### src/rtl/mlp_layer_sequencer.sv
// Address/control sequencer for the two-layer MLP datapath: walks input and weight
// SRAM addresses, strobes MAC1/MAC2 and handshakes on their done signals.
module mlp_layer_sequencer #(
  parameter int N_IN  = 784,
  parameter int N_HID = 100,
  parameter int N_OUT = 10,
  parameter int IN_AW = 10,
  parameter int W1_AW = 18,
  parameter int W2_AW = 12,
  parameter int SEL_W = 7
) (
  input  logic             clk,
  input  logic             reset,
  input  logic             start,
  input  logic             l1_only,
  input  logic             stall,
  input  logic             mac1_done,
  input  logic             mac2_done,
  output logic [IN_AW-1:0] address_3,
  output logic [W1_AW-1:0] address_1,
  output logic             mac1_en,
  output logic             mac1_start,
  output logic [SEL_W-1:0] sel,
  output logic [W2_AW-1:0] address_2,
  output logic             mac2_en,
  output logic             mac2_start,
  output logic             busy,
  output logic             done
);

  // state     | meaning
  // IDLE      | waiting for start
  // L1_RUN    | streaming one layer-1 element per cycle
  // L1_WAIT   | waiting for mac1_done on the current hidden neuron
  // L2_RUN    | streaming one layer-2 element per cycle
  // L2_WAIT   | waiting for mac2_done on the current output neuron
  // FIN       | emitting the done pulse
  typedef enum logic [2:0] {
    S_IDLE, S_L1_RUN, S_L1_WAIT, S_L2_RUN, S_L2_WAIT, S_FIN
  } state_t;

  localparam int NW = $clog2(N_HID + 1);
  localparam int OW = $clog2(N_OUT + 1);

  state_t           state_q;
  logic             l1_only_q, pend1_q, pend2_q;
  logic [IN_AW-1:0] k_q;
  logic [NW-1:0]    n_q;
  logic [SEL_W-1:0] h_q;
  logic [OW-1:0]    o_q;
  logic [W1_AW-1:0] base1_q;
  logic [W2_AW-1:0] base2_q;

  logic [IN_AW-1:0] address_3_q;
  logic [W1_AW-1:0] address_1_q;
  logic [SEL_W-1:0] sel_q;
  logic [W2_AW-1:0] address_2_q;
  logic             mac1_en_q, mac1_start_q, mac2_en_q, mac2_start_q, busy_q, done_q;

  logic [W1_AW-1:0] address_1_d;
  logic [W2_AW-1:0] address_2_d;
  logic             mac1_go, mac2_go;

  // Neuron base addresses accumulate by the fan-in, so no multiplier is needed.
  assign address_1_d = base1_q + W1_AW'(k_q);
  assign address_2_d = base2_q + W2_AW'(h_q);
  assign mac1_go     = mac1_done | pend1_q;
  assign mac2_go     = mac2_done | pend2_q;

  always_ff @(posedge clk) begin
    if (!reset) begin
      state_q      <= S_IDLE;
      l1_only_q    <= 1'b0;
      pend1_q      <= 1'b0;
      pend2_q      <= 1'b0;
      k_q          <= '0;
      n_q          <= '0;
      h_q          <= '0;
      o_q          <= '0;
      base1_q      <= '0;
      base2_q      <= '0;
      address_3_q  <= '0;
      address_1_q  <= '0;
      sel_q        <= '0;
      address_2_q  <= '0;
      mac1_en_q    <= 1'b0;
      mac1_start_q <= 1'b0;
      mac2_en_q    <= 1'b0;
      mac2_start_q <= 1'b0;
      busy_q       <= 1'b0;
      done_q       <= 1'b0;
    end else if (stall) begin
      // Everything holds; a done arriving now is remembered for the first free cycle.
      pend1_q <= pend1_q | ((state_q == S_L1_WAIT) & mac1_done);
      pend2_q <= pend2_q | ((state_q == S_L2_WAIT) & mac2_done);
    end else begin
      address_3_q  <= '0;
      address_1_q  <= '0;
      sel_q        <= '0;
      address_2_q  <= '0;
      mac1_en_q    <= 1'b0;
      mac1_start_q <= 1'b0;
      mac2_en_q    <= 1'b0;
      mac2_start_q <= 1'b0;
      done_q       <= 1'b0;
      busy_q       <= 1'b1;
      case (state_q)
        S_IDLE: begin
          busy_q <= start;
          if (start) begin
            l1_only_q <= l1_only;
            k_q       <= '0;
            n_q       <= '0;
            base1_q   <= '0;
            state_q   <= S_L1_RUN;
          end
        end
        S_L1_RUN: begin
          mac1_en_q   <= 1'b1;
          address_3_q <= k_q;
          address_1_q <= address_1_d;
          if (k_q == IN_AW'(N_IN - 1)) begin
            mac1_start_q <= 1'b1;
            state_q      <= S_L1_WAIT;
          end else begin
            k_q <= k_q + 1'b1;
          end
        end
        S_L1_WAIT: begin
          if (mac1_go) begin
            pend1_q <= 1'b0;
            k_q     <= '0;
            base1_q <= base1_q + W1_AW'(N_IN);
            if (n_q == NW'(N_HID - 1)) begin
              n_q     <= '0;
              o_q     <= '0;
              h_q     <= '0;
              base2_q <= '0;
              state_q <= l1_only_q ? S_FIN : S_L2_RUN;
            end else begin
              n_q     <= n_q + 1'b1;
              state_q <= S_L1_RUN;
            end
          end
        end
        S_L2_RUN: begin
          mac2_en_q   <= 1'b1;
          sel_q       <= h_q;
          address_2_q <= address_2_d;
          if (h_q == SEL_W'(N_HID - 1)) begin
            mac2_start_q <= 1'b1;
            state_q      <= S_L2_WAIT;
          end else begin
            h_q <= h_q + 1'b1;
          end
        end
        S_L2_WAIT: begin
          if (mac2_go) begin
            pend2_q <= 1'b0;
            h_q     <= '0;
            base2_q <= base2_q + W2_AW'(N_HID);
            if (o_q == OW'(N_OUT - 1)) begin
              o_q     <= '0;
              state_q <= S_FIN;
            end else begin
              o_q     <= o_q + 1'b1;
              state_q <= S_L2_RUN;
            end
          end
        end
        S_FIN: begin
          done_q  <= 1'b1;
          state_q <= S_IDLE;
        end
        default: state_q <= S_IDLE;
      endcase
    end
  end

  assign address_3  = address_3_q;
  assign address_1  = address_1_q;
  assign mac1_en    = mac1_en_q;
  assign mac1_start = mac1_start_q;
  assign sel        = sel_q;
  assign address_2  = address_2_q;
  assign mac2_en    = mac2_en_q;
  assign mac2_start = mac2_start_q;
  assign busy       = busy_q;
  assign done       = done_q;

endmodule

### config.mk
export PLATFORM = sky130hd
export DESIGN_NAME = mlp_layer_sequencer
export DESIGN_NICKNAME = d
export VERILOG_FILES = /design/src/rtl/mlp_layer_sequencer.sv
export SDC_FILE = /design/constraint.sdc
export NUM_CORES = 1
export LEC_CHECK = 0
export ABC_CLOCK_PERIOD_IN_PS = 3970
export CELL_PAD_IN_SITES_DETAIL_PLACEMENT = 0
export CELL_PAD_IN_SITES_GLOBAL_PLACEMENT = 1
export CORE_ASPECT_RATIO = 1.5
export CORE_MARGIN = 4
export CORE_UTILIZATION = 25
export CTS_BUF_LIST = sky130_fd_sc_hd__clkbuf_8 sky130_fd_sc_hd__clkbuf_16
export DETAILED_ROUTE_END_ITERATION = 8
export DONT_BUFFER_PORTS = 1
export PLACE_DENSITY_LB_ADDON = 0.1
export SLEW_MARGIN = 20
export SYNTH_ARGS = -nofsm -noshare
export SYNTH_HDL_FRONTEND = slang
export SYNTH_SLANG_ARGS = --single-unit
export TNS_END_PERCENT = 5
### constraint.sdc
create_clock -name clk -period 3.97 [get_ports clk]
set_input_delay 0.9925 -clock clk [delete_from_list [all_inputs] [get_ports clk]]
set_output_delay 0.9925 -clock clk [all_outputs]
set_load 0.02 [all_outputs]
Word-level counts from Yosys, hierarchy flattened
Index checks and enable logic that the tools add are counted.
- $add $sub $neg: 8
- equal/unequal tests: 17
- muxes and demuxes: 52
- bitwise logic cells: 7
- reduce and logical (&&, ||, !) cells: 17
- operators with widths (operator ; count):
    7-bit two-way mux ; 8
    18-bit two-way mux ; 3
    12-bit two-way mux ; 4
    10-bit two-way mux ; 4
    18-bit case mux with 2 select lines ; 1
    10-bit case mux with 3 select lines ; 1
    3-bit two-way mux ; 8
    12-bit case mux with 2 select lines ; 1
    7-bit case mux with 3 select lines ; 1
    18-bit by 10-bit adder with 18-bit output ; 1
    18-bit by 10-bit adder with 18-bit output, second input constant ; 1
    4-bit two-way mux ; 4
    3-bit case mux with 5 select lines ; 1
    7-bit by 1-bit adder with 7-bit output, second input constant ; 2
    7-bit == test, second input constant ; 2
    1-bit two-way mux ; 14
    2-bit != test, second input constant ; 7
    7-bit case mux with 2 select lines ; 1
    12-bit by 7-bit adder with 12-bit output ; 1
    12-bit by 7-bit adder with 12-bit output, second input constant ; 1
    6-bit AND reduction ; 2
    2-bit nonzero test ; 6
    10-bit by 1-bit adder with 10-bit output, second input constant ; 1
    10-bit == test, second input constant ; 1
    16 further kinds ; 25
- bits in registers: 117
- input port bits: 7
- word-level logic and storage cells: 121

Longest topological paths before layout
- depth after elaboration: 4
- depth in mapped cells: 7

Worst setup path before layout
Ideal clock, no wire load.
- path kind: input-to-reg
- start: in stall
- end: reg base1_q[17]
- arrival time: 2.358 ns
- setup slack: 1.484 ns
- cell stages on the path: 7
- path buffers: 2
- path through: clkbuf_1 or3_1 clkbuf_1 a221oi_2 nand3_1 xor2_1 nor2_1
- cells in the longest elaborated chain, start to end: 2
- RTL lines (what ; line ; source):
    from (decl) ; 16 ; input logic stall,
    1-bit inverter (no line) ; - ;
    4-bit AND reduction (no line) ; - ;
    to (signal assigned) ; 133 ; base1_q <= base1_q + W1_AW'(N_IN);
    to (decl) ; 51 ; logic [W1_AW-1:0] base1_q;
No other way between the ends.
A chain may end at the register's enable or synchronous reset.

Worst setup path after layout
- start: reg state_q[0]
- end: reg k_q[3]
- cells in the longest elaborated chain, start to end: 3
- elaborated cells between the ends (all ways): 9
- those cells by class: eq/ne (5); mux (1); reduce/logical (3)
- RTL lines (what ; line ; source):
    from (decl) ; 45 ; state_t state_q;
    from (signal assigned) ; 139 ; state_q <= l1_only_q ? S_FIN : S_L2_RUN;
    3-bit by 1-bit == test with 1-bit output (tied with other cells) ; 107 ; case (state_q)
    2-bit != test (no line) or 3-bit nonzero test (tied branches) ; - ;
    5-bit AND reduction (no line) ; - ;
    to (signal assigned) ; 126 ; k_q <= k_q + 1'b1;
    to (decl) ; 47 ; logic [IN_AW-1:0] k_q;
Parallel ways exist; a longest one is shown, timed or not.

==> flow_metrics.tcl <==
set metrics [dict create \
    clk_pin_slew_worst_paths_ns 0.07 \
    start_util_pct 25.62 \
    yosysSeqAreaShare_pct 40.66 \
    fin_setup_tns_ns 0 \
    critPathArrivalTime_ns 2.82 \
    holdPathStages 2 \
    top_layer "met4" \
    ys_async_sr_fraction_pct 0 \
    setup_violations 0 \
    irDropWorstVdd_mv 0.1879 \
    cts-root-buf "clkbuf_16" \
    synth_cells 632 \
    synth_cell_types 66 \
    synth_seq_cells 110 \
    grt_max_degree 68 \
    rsz0062_at_grt "false" \
    boundaryPins 60 \
    route.met3.wl_um 415 \
    synthTopCellsByArea "dfxtp_1 (41%), nand2_1 (5.7%), xor2_1 (5.0%)" \
    cp-end-kind "flop" \
    hold_buffers 0 \
    grt_pass1_wl_mm 24.41 \
    worstSetupPathType "reg2reg" \
    drc_errors 0 \
    h-tree-depth 3 \
    cts_tree "yes" \
    dieArea_um2 24130 \
    yosys.area.top_type_share_pct 40.66 \
    worst_pin_slew_ns 0.8719 \
    post_cts_buffers 0 \
    powerDensity_nw_per_um2 361.3 \
    yosysMostFrequentCell "dfxtp_1" \
    m1WireLength_mm 6.400 \
    dp_hpwl_mm 11.17 \
    finalHoldViolCount 0 \
    synth.cell_area_um2 5416 \
    cp.required_ns 4.21 \
    hold_ws_ns 0.4747 \
    dr_wl_met2_mm 8.351 \
    dr.pass1.iters 4 \
    yosysWarnings 0 \
    cts_resized 0 \
    r2r_slack_ns 1.39 \
    intPower_mw 1.585 \
    drtAntennaViolNets 0 \
    finalWeightedCongestion 0.7560 \
    grt_antenna_before_repair 0 \
    grt_pass1_vias 4265 \
    synth.cells.most_frequent "dfxtp_1 (110), nand2_1 (82), nor2_1 (54)" \
    final_area_um2 5923 \
    r2r_end "k_q[3]" \
    first_iter_violations 223 \
    power.leakage_nw 2.014 \
    relSlewSlack_pct 41.24 \
    crit_slowest_cell "dfxtp_1" \
    portBuffers 0 \
    grt-ovfl-total 0 \
    crit_fanout 16 \
    p_total_mw 2.140 \
    cp_cell_sequence "nor3b_2 -> nand4_1 -> nand3_1 -> xor2_1 -> nor2_1" \
    vias 4309 \
    clkPwrFrac_pct 41.3 \
    diodes 0 \
    fin_crit_sh_pct 64.93 \
    cts_buffers 9 \
    pwr-share-comb_pct 5.7 \
    clockBufferDepth 2 \
    p_sw_share_pct 25.92 \
    yosys.area.top_type "dfxtp_1" \
    synth_fp_nets 658 \
    drv_cap 0 \
    yosys_most_used_dff "dfxtp_1" \
    cts_sinks 110 \
    utilization_pct 28.01 \
    rows 65 \
    rr_startpoint "state_q[0]" \
    hold_end "n_q[1]" \
    crit_family "simple AND/OR/NAND/NOR gates" \
    wire_per_inst_um 17.36 \
    syn_avg_cell_area_um2 8.570 \
    grt_usage_pct 13.00 \
    status "completed" \
    max_freq_mhz 387.9 \
    finalClockSkew_ns 0.008747 \
    drv_slew 0 \
    core-area_um2 21150 \
    critical_path_buf_inv_count 0 \
    rr_worst_depth 5 \
    fin_nets 640 \
    insertion_delay_ns 0.36 \
    hold_path.class "reg2reg" \
    wl_mm 15.40 \
    die_height_um 188.3 \
    die_w_um 128.2 \
    vias_per_cell 4.858 \
    cp_num_cells 5 \
    critical_path.max_stage_delay_ns 0.69 \
    hold_path.startpoint "n_q[1]" \
    synth-edff-count 0 \
    layout-drive-gt1-share_pct 5.493 \
    dpl-instance-area_um2 5647 \
    p_sw_uw 554.6 \
    seqPwrFrac_pct 53.0 \
    area_growth_pct 9.355 \
    fin_crit_ns 2.578 \
    worstSetupStartpointType "flop" \
]
-- worst min-delay path, cell delays in order, from the launching register on --
cell	delay [ns]
dfxtp_1	0.33
nand2_1	0.05
a21oi_1	0.05
-- how the worst max path moves through the flow --
stage               start     endpoint
2_1_floorplan       stall  base1_q[17]
3_3_place_gp    mac1_done       h_q[4]
3_5_place_dp    mac1_done       h_q[4]
4_1_cts        state_q[0]       k_q[3]
5_1_grt        state_q[0]       k_q[3]
6_report       state_q[0]       k_q[3]
-- registers in the layout, summed over array words and instances (netlist names) --
signal      count
address_1      17
address_2      12
address_3      10
base1_q        14
base2_q        10
busy            1
done            1
h_q             7
k_q            10
l1_only_q       1
mac1_en         1
mac1_start      1
mac2_en         1
mac2_start      1
n_q             7
o_q             4
pend1_q         1
pend2_q         1
sel             7
state_q         3
-- power groups by stage --
stage | Clock, mW | Combinational [mW] | Sequential [mW]
3_3_place_gp | 0 | 0.124 | 1.16
5_1_grt | 0.960 | 0.137 | 1.14
6_report | 0.883 | 0.122 | 1.13
4_1_cts | 0.922 | 0.126 | 1.14
3_5_place_dp | 0 | 0.125 | 1.16
2_1_floorplan | 0 | 0.114 | 1.15
-- through the flow --
| step | setup slack [ns] | cells |
|---|---|---|
| 3_3_place_gp | 1.253 | 871 |
| 5_1_grt | 1.131 | 887 |
| 3_5_place_dp | 1.162 | 871 |
| 2_1_floorplan | 1.484 | 632 |
| 4_1_cts | 1.395 | 887 |
| 6_report | 1.392 | 887 |
-- cell usage in the layout, fill, tap and decap left out, drive strengths merged, types with 5 or more instances in the layout --
cell and count:
nand4 18, ha 19, xor2 31, nor3 8
o21ai 29, clkinv 5, and2 7, mux2i 7
nand3b 6, a21o 6, nor2 54, nand2 83
a21oi 28, a21boi 19, or3 6, and3 11
inv 13, a311oi 5, nor2b 22, nor3b 6
dfxtp 110, clkbuf 9, nand3 32, a22oi 11
xnor2 20
-- kinds of logic after synthesis --
family | Yosys count | share of synthesized area (%)
simple gates | 272 | 25.66
compound gates | 128 | 16.38
flops | 110 | 40.66
xor+xnor | 51 | 8.247
buf+inv | 44 | 3.303
fa+ha+maj | 19 | 4.389
mux | 7 | 1.294
other cells | 1 | 0.06923
-- layout make-up --
| cell class | count | area, um^2 |
|---|---|---|
| Fill cell | 2295 | 15220 |
| Multi-Input combinational cell | 478 | 3042 |
| Sequential cell | 110 | 2202 |
| Tap cell | 268 | 335.3 |
| Clock buffer | 9 | 225.2 |
| Clock inverter | 7 | 51.30 |
| Inverter | 12 | 45.04 |
| Timing Repair Buffer | 3 | 22.52 |
-- layer usage --
layer  global-route usage [%]  vias to the layer above
met1                    14.71                     2064
met3                    2.723                       14
li1                         -                     2192
met5                        0                        -
met2                    23.79                       39
met4                    4.412                        0
Power figures use the tool's default switching activity.
==> RTL edit 1, RTL diff (same flow settings) <==
The 6 states of `state_t` get a Gray code encoding in 3 bits.
--- a/src/rtl/mlp_layer_sequencer.sv
+++ b/src/rtl/mlp_layer_sequencer.sv
@@ -36,7 +36,7 @@
   // L2_WAIT   | waiting for mac2_done on the current output neuron
   // FIN       | emitting the done pulse
   typedef enum logic [2:0] {
-    S_IDLE, S_L1_RUN, S_L1_WAIT, S_L2_RUN, S_L2_WAIT, S_FIN
+    S_IDLE = 3'b000, S_L1_RUN = 3'b001, S_L1_WAIT = 3'b011, S_L2_RUN = 3'b010, S_L2_WAIT = 3'b110, S_FIN = 3'b111
   } state_t;
 
   localparam int NW = $clog2(N_HID + 1);
Function: same outputs for any inputs over 10 cycles, from zero or initial values and one cycle with reset low; not proved beyond that.
==> RTL edit 1 against the unedited design <==
- fmax increased by 8.4%
- clock skew increased by 0.0045 ns
- design area increased by 1.5%
- count of clock-buffer cells in the layout increased by 1
- clock power increased by 13%
- sequential cell count unchanged
- via count increased by 1.5%
- setup slack improved by 0.20 ns
- wire length decreased by 2.1%
- area after synthesis increased by 0.55%
- non-clock buffer count increased by 3
- power increased by 7.1%
- highest routed layer unchanged
==> RTL edit 1: results (changes against the unedited design) <==
Outcome:
- The run finished with clean final reports.

Power and ir drop:
- The clock distribution power came to 0.999 mW (+13%).

Placement:
- The weighted congestion at the end of routability-driven global placement is 0.807 (+6.8%).
- The number of placed instances, taps included was 876 (+0.57%).
- The total half-perimeter wirelength after legalization and detailed placement is 11.0 mm (-1.5%).
- The pre-CTS setup slack came to 1.34 ns (+0.179 ns).

Global routing:
- The via count of the first global-routing pass is 4559 (+6.9%).

Finish:
- The number of multi-input combinational cells came to 477 (-0.21%).
- The area fraction of clock buffers and clock inverters is 5.39% (+0.72 points).
- The final cell utilization of the core is 28.3% (+0.30 points).
- The layout cell share with drive strength beyond 1 is 7.53% (+2.0 points).
- The number of flip-flops in the largest register is 18 (+1).
- The number of signal-net inverters in the final layout came to 15 (+3).
- The number of cells in the finished layout apart from fillers was 892 (+0.56%).
- The buffering overhead is 0.750% (+0.37 points).
- The net total in the final layout is 645 (+0.78%).
- The count of clock buffers in the final design is 10 (+1).

Yosys:
- After synthesis, the cell types taking the most area are sky130_fd_sc_hd__dfxtp_1 40%, sky130_fd_sc_hd__a21oi_1 5.5%, sky130_fd_sc_hd__xor2_1 5.5%.
- The fraction of synthesized cell area in xor and xnor cells is 7.24% (-1.0 points).
- The total standard cell area after synthesis was 5450 sq um (+0.55%).
- The adder and majority cell fraction of the synthesized area is 4.36% (-0.024 points).

Drt:
- The via total after detailed routing is 4373 (+1.5%).
- The first-iteration detailed-routing DRC count is 198 (-11%).

Timing:
- The final-layout worst hold slack was 0.480 ns (+0.00493 ns).

Setup path:
- The critical-path maximum fanout is 25 (+9).
- In this run the critical register-to-register path is launched from state_q[1].
RTL edit 1: cell types whose count changed in the layout (fill, tap and decap cells not counted), sizes merged, moves of 5 or more:
cell     delta
o21ai       +6
a21oi      +36
and3        +9
xnor2       -9
or4         +5
nand2      -18
o31ai       +5
a22oi       -7
nor2b      -21
o2111ai     +8
a21boi     -19
nand3      -18
nor2       +18
RTL edit 1: how the worst max path moves through the flow:
| stage | start | to | slack (ns) | cells past startpoint |
|---|---|---|---|---|
| finish | state_q[1] | base2_q[11] | 1.59 | 6 |
| global route | state_q[1] | address_2[5] | 1.27 | 5 |
| CTS | state_q[0] | k_q[9] | 1.52 | 5 |
| detailed placement | mac1_done | k_q[6] | 1.34 | 6 |
| global placement | mac1_done | k_q[7] | 1.41 | 6 |
| floorplan | stall | base1_q[15] | 1.68 | 6 |
RTL edit 1: per-layer routing:
layer  vias up  wire length [um]  track usage (%)
met5         -                 0                0
met4         0               183             3.68
met3        10               503             2.89
met2        46              8100             23.9
met1      2084              6280             14.3
li1       2233                 -                -
==> RTL edit 2, RTL diff (same flow settings) <==
Without the edit above. The parameter `IN_AW` goes from 10 to 11.
--- a/src/rtl/mlp_layer_sequencer.sv
+++ b/src/rtl/mlp_layer_sequencer.sv
@@ -4,7 +4,7 @@
   parameter int N_IN  = 784,
   parameter int N_HID = 100,
   parameter int N_OUT = 10,
-  parameter int IN_AW = 10,
+  parameter int IN_AW = 11,
   parameter int W1_AW = 18,
   parameter int W2_AW = 12,
   parameter int SEL_W = 7
Ports: changed (resized address_3); port bits go from 60 to 61. The function was not compared with the original's and may differ.
==> RTL edit 2 against the unedited design <==
- count of clock-buffer cells in the layout grew 2
- via count decreased by 3.6%
- wire length decreased by 11%
- combinational power rose by 7%
- first-iteration DRC count decreased by 25%
- power up 2.2%
- non-clock buffer count shrank 1
- sequential cell count rose by 2
- area after synthesis about the same
- design area fell by 0.23%
- setup slack better by 0.17 ns
- critical path type unchanged
- critical endpoint is now address_1[11]
- largest cell class unchanged
==> RTL edit 2: results (changes against the unedited design) <==
Yosys:
- The average cell area after synthesis is 8.61 sq um (+0.50%).
- The fraction of synthesized cell area in xor and xnor cells came to 8.89% (+0.64 points).
- The portion of netlist area occupied by mux cells is 0.924% (-0.37 points).
- The count of cell types in the netlist is 64 (-3.0%).
- The register area share after synthesis was 41.4% (+0.73 points).
- The commonest cells after synthesis are 112 x sky130_fd_sc_hd__dfxtp_1, 81 x sky130_fd_sc_hd__nand2_1, 60 x sky130_fd_sc_hd__nor2_1.
- The area fraction in compound gates after synthesis is 15.1% (-1.3 points).

Global routing:
- The met2 global-route usage is 19.5% (-4.3 points).
- The largest net degree at the start of global routing is 74 (+8.8%).
- The fraction of met3 tracks used by global routing is 3.09% (+0.37 points).
- The global-route usage over all layers is 11.9% (-1.1 points).

Finish:
- The number of cells in the finished layout apart from fillers is 885 (-0.23%).
- The net total in the final layout was 639 (-0.16%).
- The layout cell share with drive strength beyond 1 is 5.02% (-0.47 points).
- The layout filler cell count is 2322 (+1.2%).
- The number of flip-flops in the largest register was 18 (+1).
- The synthesis-to-finish area growth is 9.08%.

Power and ir drop:
- The power of the combinational group was 0.131 mW (+7%).
- The worst voltage drop across the vdd grid came to 0.190 mV (+0.94%).
- The proportion of total power due to net switching is 24.8% (-1.1 points).
- The clock distribution power is 0.893 mW (+1%).

Hold path:
- The path with the worst hold slack has its endpoint at pend2_q.
- In this run the most critical hold path is launched from pend2_q.

Setup path:
- The endpoint arrival time on the critical path is 2.63 ns (-0.19 ns).
- The internal reg-to-reg setup slack is 1.57 ns (+0.17 ns).
- The endpoint identified for the worst register-to-register timing path is address_1[11].
- The startpoint of the worst register-to-register path is k_q[5].

Drt:
- The via count normalized by instance count is 4.70 (-3.3%).
- The final wirelength is 13.7 mm (-11%).
- The first-iteration detailed-routing DRC count is 168 (-25%).
- The wire length on met2 is 6.52 mm (-22%).

Placement:
- The total half-perimeter wirelength after legalization and detailed placement is 9.87 mm (-12%).
- The area after detailed placement is 5620 sq um (-0.40%).

Outcome:
- The flow ran to the end, and the final reports show no timing, DRC or antenna violations.

Timing:
- The final critical delay including setup and external delays is 2.40 ns (-0.174 ns).
RTL edit 2: cell types whose count changed in the layout (fill, tap and decap cells not counted), moves of 5 or more:
cell / change
sky130_fd_sc_hd__a21oi_1: +9
sky130_fd_sc_hd__a22oi_1: -6
sky130_fd_sc_hd__a311oi_1: -5
sky130_fd_sc_hd__and3_1: -6
sky130_fd_sc_hd__inv_1: -6
sky130_fd_sc_hd__nand3_1: -19
sky130_fd_sc_hd__nand4_1: -5
sky130_fd_sc_hd__nor2_1: +6
sky130_fd_sc_hd__nor3b_1: +10
sky130_fd_sc_hd__o21ai_0: +10
sky130_fd_sc_hd__or3_1: +5
sky130_fd_sc_hd__xnor2_1: +5
RTL edit 2: area by class of cell:
type | instances | area share [%]
Clock buffer | 11 | 4.28
Clock inverter | 5 | 0.550
Inverter | 5 | 0.318
Multi-Input combinational cell | 482 | 51.0
Sequential cell | 112 | 37.9
Tap cell | 268 | 5.67
Timing Repair Buffer | 2 | 0.254
